[config.mk]
export PLATFORM = sky130hd
export DESIGN_NAME = goldschmidt_operand_normalizer
export DESIGN_NICKNAME = d
export VERILOG_FILES = /design/src/rtl/goldschmidt_operand_normalizer.sv
export SDC_FILE = /design/constraint.sdc
export NUM_CORES = 1
export LEC_CHECK = 0
export BUFFER_PORTS_ARGS = -buffer_cell sky130_fd_sc_hd__buf_2
export CELL_PAD_IN_SITES_DETAIL_PLACEMENT = 1
export CELL_PAD_IN_SITES_GLOBAL_PLACEMENT = 1
export CORE_UTILIZATION = 43
export DETAILED_ROUTE_END_ITERATION = 12
export PLACE_DENSITY_LB_ADDON = 0.1
export SLEW_MARGIN = 20
export SYNTH_ARGS = -nofsm -noshare
export SYNTH_HDL_FRONTEND = slang
export SYNTH_SLANG_ARGS = --single-unit
[constraint.sdc]
create_clock -name clk -period 4.3 [get_ports clk]
set_input_delay 0.215 -clock clk [delete_from_list [all_inputs] [get_ports clk]]
set_output_delay 0.215 -clock clk [all_outputs]
set_load 0.01 [all_outputs]
[src/rtl/goldschmidt_operand_normalizer.sv]
// goldschmidt_operand_normalizer
// Front end of the Goldschmidt divider. Each raw unsigned operand is shifted
// left until its MSB is set, so the divider sees 0.WIDTH fractions in
// [0.5,1). The binary scale of the true quotient is reported as
// shift_diff = sb - sa, meaning quotient = q_frac * 2^shift_diff.
// Optional feature macro: DIVZERO_CHECK_EN adds the div_zero output and
// suppresses the divider start when the divisor is zero.
module goldschmidt_operand_normalizer #(
  parameter int WIDTH = 32,
  localparam int CW = $clog2(WIDTH)
) (
  input  logic             clk,
  input  logic             clrn,
  input  logic [WIDTH-1:0] a_in,
  input  logic [WIDTH-1:0] b_in,
  input  logic             in_valid,
  output logic             in_ready,
  input  logic             div_busy,
  output logic [WIDTH-1:0] a_norm,
  output logic [WIDTH-1:0] b_norm,
  output logic             start,
  output logic [CW:0]      shift_diff
`ifdef DIVZERO_CHECK_EN
  ,
  output logic             div_zero
`endif
);

  localparam logic [1:0] IDLE  = 2'd0;
  localparam logic [1:0] NORM  = 2'd1;
  localparam logic [1:0] ISSUE = 2'd2;

  // Largest shift count; an operand that reaches it stops shifting.
  localparam logic [CW-1:0] CAP = CW'(WIDTH - 1);

  logic [1:0]       state;
  logic [WIDTH-1:0] a_sh;
  logic [WIDTH-1:0] b_sh;
  logic [CW-1:0]    sa;
  logic [CW-1:0]    sb;

  logic [WIDTH-1:0] a_next;
  logic [WIDTH-1:0] b_next;
  logic [CW-1:0]    sa_next;
  logic [CW-1:0]    sb_next;
  logic             a_done;
  logic             b_done;
  logic             both_done_next;
  logic             zero_abort;

  // An operand is finished once it is normalized, has hit the count cap,
  // or is zero (zero can never be normalized, so its count stays 0).
  function automatic logic op_done(input logic [WIDTH-1:0] v, input logic [CW-1:0] c);
    op_done = v[WIDTH-1] || (c == CAP) || (v == '0);
  endfunction

  // One normalization step per operand, plus the exit test on the
  // post-step values so NORM lasts exactly max(1, lz_a, lz_b) cycles.
  always_comb begin
    a_done         = op_done(a_sh, sa);
    b_done         = op_done(b_sh, sb);
    a_next         = a_done ? a_sh : {a_sh[WIDTH-2:0], 1'b0};
    b_next         = b_done ? b_sh : {b_sh[WIDTH-2:0], 1'b0};
    sa_next        = a_done ? sa : sa + 1'b1;
    sb_next        = b_done ? sb : sb + 1'b1;
    both_done_next = op_done(a_next, sa_next) && op_done(b_next, sb_next);
  end

`ifdef DIVZERO_CHECK_EN
  // A zero divisor stays zero in the shifter, so checking it in NORM
  // catches it on the first NORM cycle.
  assign zero_abort = (b_sh == '0);
`else
  assign zero_abort = 1'b0;
`endif

  assign in_ready = (state == IDLE);
  assign start    = (state == ISSUE) && !div_busy;

  // Control FSM, normalization shifters and the held result registers.
  always_ff @(posedge clk or negedge clrn) begin
    if (!clrn) begin
      state      <= IDLE;
      a_sh       <= '0;
      b_sh       <= '0;
      sa         <= '0;
      sb         <= '0;
      a_norm     <= '0;
      b_norm     <= '0;
      shift_diff <= '0;
`ifdef DIVZERO_CHECK_EN
      div_zero   <= 1'b0;
`endif
    end else begin
      case (state)
        IDLE: begin
          if (in_valid) begin
            a_sh  <= a_in;
            b_sh  <= b_in;
            sa    <= '0;
            sb    <= '0;
            state <= NORM;
`ifdef DIVZERO_CHECK_EN
            div_zero <= 1'b0;
`endif
          end
        end
        NORM: begin
          if (zero_abort) begin
            state <= IDLE;
`ifdef DIVZERO_CHECK_EN
            div_zero <= 1'b1;
`endif
          end else begin
            a_sh <= a_next;
            b_sh <= b_next;
            sa   <= sa_next;
            sb   <= sb_next;
            if (both_done_next) begin
              a_norm     <= a_next;
              b_norm     <= b_next;
              shift_diff <= {1'b0, sb_next} - {1'b0, sa_next};
              state      <= ISSUE;
            end
          end
        end
        ISSUE: begin
          if (!div_busy) begin
            state <= IDLE;
          end
        end
        default: begin
          state <= IDLE;
        end
      endcase
    end
  end

endmodule

==> impl_results.md <==
- H-tree Lvls: 4
- TNS Setup: 0 ps
- Slew @ Worst Pin: 1100 ps
- RSZ-0062 raised after global routing: no
- Design Power: 7290 uW
- Ys Warns: 0
- Routed wire length: 19.1 mm
- Crit. End Element: register
- FP Rows: 46
- Status: complete, no violations
- Via count: 5762
- Max-cap violations: 0
- CTS Sinks: 146
- Number of I/O port buffers: 139
- Commonest cells in the netlist: dfrtp_1, nor2_1, nand2_1
- Layout area overhead: 20.7%
- Crit share post-route: 82.3%
- Drt drc: 0
- Leakage: 0.00386 uW
- Area contributors post-synth: dfrtp_1, mux2_2, nor2_1, nand2_1, mux2_1
- Seq/Total Area, Yosys: 51.1%
- Final Hold Fails: 0
- Share of the synthesized area in the top cell type: 51.1%
- #FFs+latches synth: 146
- Post-DRT Antenna Nets: 0
- Hold_sp: a_in[0]
- Synth async-reset ratio: 100%
- Average wire per standard cell: 17.7 um
- Max Clk Rate: 283 MHz
- Initial antenna violation count: 1
- Die H: 131 um
- Fill cells: 1807
- P per Cell Area: 844 nW/um2
- Max rail drop VDD: 0.468 mV
- Largest net degree at the start of global routing: 65
- Starting DRT DRC Count: 257
- I/O pins: 140
- Syn Inst Count: 719
- Mean area per synthesized cell: 9.95 um2
- Most common cell in the netlist: dfrtp_1
- CTS tree: yes
- Crit Path Category: register to register
- Pre-antenna DRT Iters: 4
- Largest area contributor in the netlist: dfrtp_1
- Share of layout cells above drive strength 1: 28.3%
- Yosys cell types: 42
- GR Util All Layers: 23.7%
- Later-pin clock latency in the skew report: 430 ps
- Clock buffer depth: 2
- Post-DP HPWL: 12.9 mm
- Reg2reg setup slack: 760 ps
- Final hold slack: 70.8 ps
- Clock buffer count from CTS: 17
- GR Overflow Total: 0
- Postcts setup bufs: 0
- Die X: 131 um
- Final nets: 926
- Vias in the first global route: 5999
- Register area: 3650 um2
- CP startpoint: sa[0]
- Die Area: 17200 um2
- Final setup vio count: 0
- Arr. time, crit path: 3850 ps
- Max-slew headroom: 26.5%
- Crit path launch type: register
- EDFF count, synth: 0
- Max Clock Skew: 10.2 ps
- Req. time, crit path: 4610 ps
- Clock Pin Slew Worst Setup and Hold Paths: 60 ps
- Maximum fanout along the worst path: 51
- Area of the multi-input gates: 3250 um2
- Initial Util: 44.6%
- Placeable Area: 16100 um2
- Minimum clock period: 3540 ps
- Worst reg2reg startpoint: sa[0]
- Global-route wire length before repair: 30.9 mm
- Area of the mapped netlist: 7160 um2
- CTS root buf: clkbuf_16
- GPL Wtd Cong: 0.803
- Syn Nets: 797
- Ys flop type: dfrtp_1
- Hold crit path type: primary input to register
- DR vias/cell: 5.35
- Max Transition Viols Final: 0
## sequential cells by signal (all words and copies together) (netlist names)
name / flops
state: 2
sa: 5
sb: 5
a_norm: 32
b_sh: 32
a_sh: 32
b_norm: 32
shift_diff: 6
## worst paths after layout
path	to	cells past startpoint
max reg2reg	a_norm[2]	10
max in group asynchronous	b_sh[22]	3
min	a_sh[0]	3
min reg2reg	a_norm[6]	1
min in group asynchronous	b_norm[4]	2
max	a_norm[2]	10
## stage by stage
step	utilization [%]	instance area (um2)	setup WS, ps	cells
after floorplan	-	7160	1010	719
after global placement	49.9	8020	1020	1044
after detailed placement	49.9	8020	819	1044
after CTS	53.8	8630	718	1077
after global routing	53.8	8630	534	1077
final	53.8	8640	762	1078
## layer usage
layer	GRT usage [%]	wire length, um
met4	9.13	440
met3	5.21	822
met1	29.6	8300
met2	40.1	9560
met5	0	0
## final cells by class
type	count	share of cell area [%]
Clock buffer	23	5.53
Clock inverter	9	1.49
Timing Repair Buffer	151	9.20
Tap cell	216	3.13
Multi-Input combinational cell	517	37.7
Inverter	15	0.652
Sequential cell	146	42.3
Antenna cell	1	0.0290
## report_power, final
group          switching [uW]  internal, uW  total [uW]
Clock                     572           957        1530
Sequential                625          2050        2670
Combinational            1660          1430        3090
Total                    2860          4430        7290
## critical path, cell delays in order (launching register included)
cell and delay (ps):
dfrtp_1 450, ha_1 270, and3_1 200, ha_1 190, nor2_1 370, nand4b_1 180, nor3_1 380, nor4b_2 130
nor3b_4 220, buf_4 590, mux2_2 420
## cells in the final DEF, fill, tap and decap left out, types with 2 or more instances in the layout
| master | Yosys | routed |
|---|---|---|
| nor4_1 | 16 | 16 |
| nand4b_1 | 2 | 2 |
| mux2_2 | 59 | 59 |
| nor3_1 | 2 | 2 |
| mux2_1 | 35 | 35 |
| xor2_1 | 4 | 4 |
| nand4_1 | 4 | 4 |
| clkbuf_1 | 33 | 3 |
| nand2_1 | 111 | 110 |
| and3_1 | 2 | 2 |
| clkinv_2 | 0 | 3 |
| ha_1 | 9 | 9 |
| clkinvlp_4 | 0 | 2 |
| xnor2_1 | 7 | 7 |
| clkbuf_16 | 0 | 17 |
| clkbuf_8 | 0 | 3 |
| a21oi_1 | 7 | 7 |
| inv_1 | 15 | 15 |
| a22o_1 | 4 | 4 |
| bufinv_16 | 0 | 3 |
| o22ai_1 | 61 | 61 |
| nor2_1 | 136 | 136 |
| nor2b_1 | 3 | 3 |
| a21o_1 | 3 | 3 |
| o21ai_0 | 15 | 15 |
| nand2b_1 | 2 | 2 |
| buf_4 | 1 | 11 |
| mux2i_1 | 8 | 8 |
| nand3_1 | 6 | 6 |
| o211ai_1 | 3 | 3 |
| buf_2 | 0 | 138 |
| dfrtp_1 | 146 | 146 |
| o21a_1 | 2 | 2 |
## cells by family (layout without fill, tap and decap cells)
kind of cell	count (synthesis)	count (layout)	synth area share [%]
mux	102	102	15.9
buf+inv	56	198	3.72
compound gates	106	106	9.32
other cells	0	1	0
fa+ha+maj	10	10	1.85
simple gates	288	288	16.8
xor+xnor	11	11	1.35
flops	146	146	51.1
## timing repair
| item | CTS | global route |
|---|---|---|
| hold endpoints to repair | 62 | 0 |
| gates resized for setup | 0 | 0 |
| hold buffers | 1 | 0 |
Note: power is estimated with default switching activity, not from simulation.
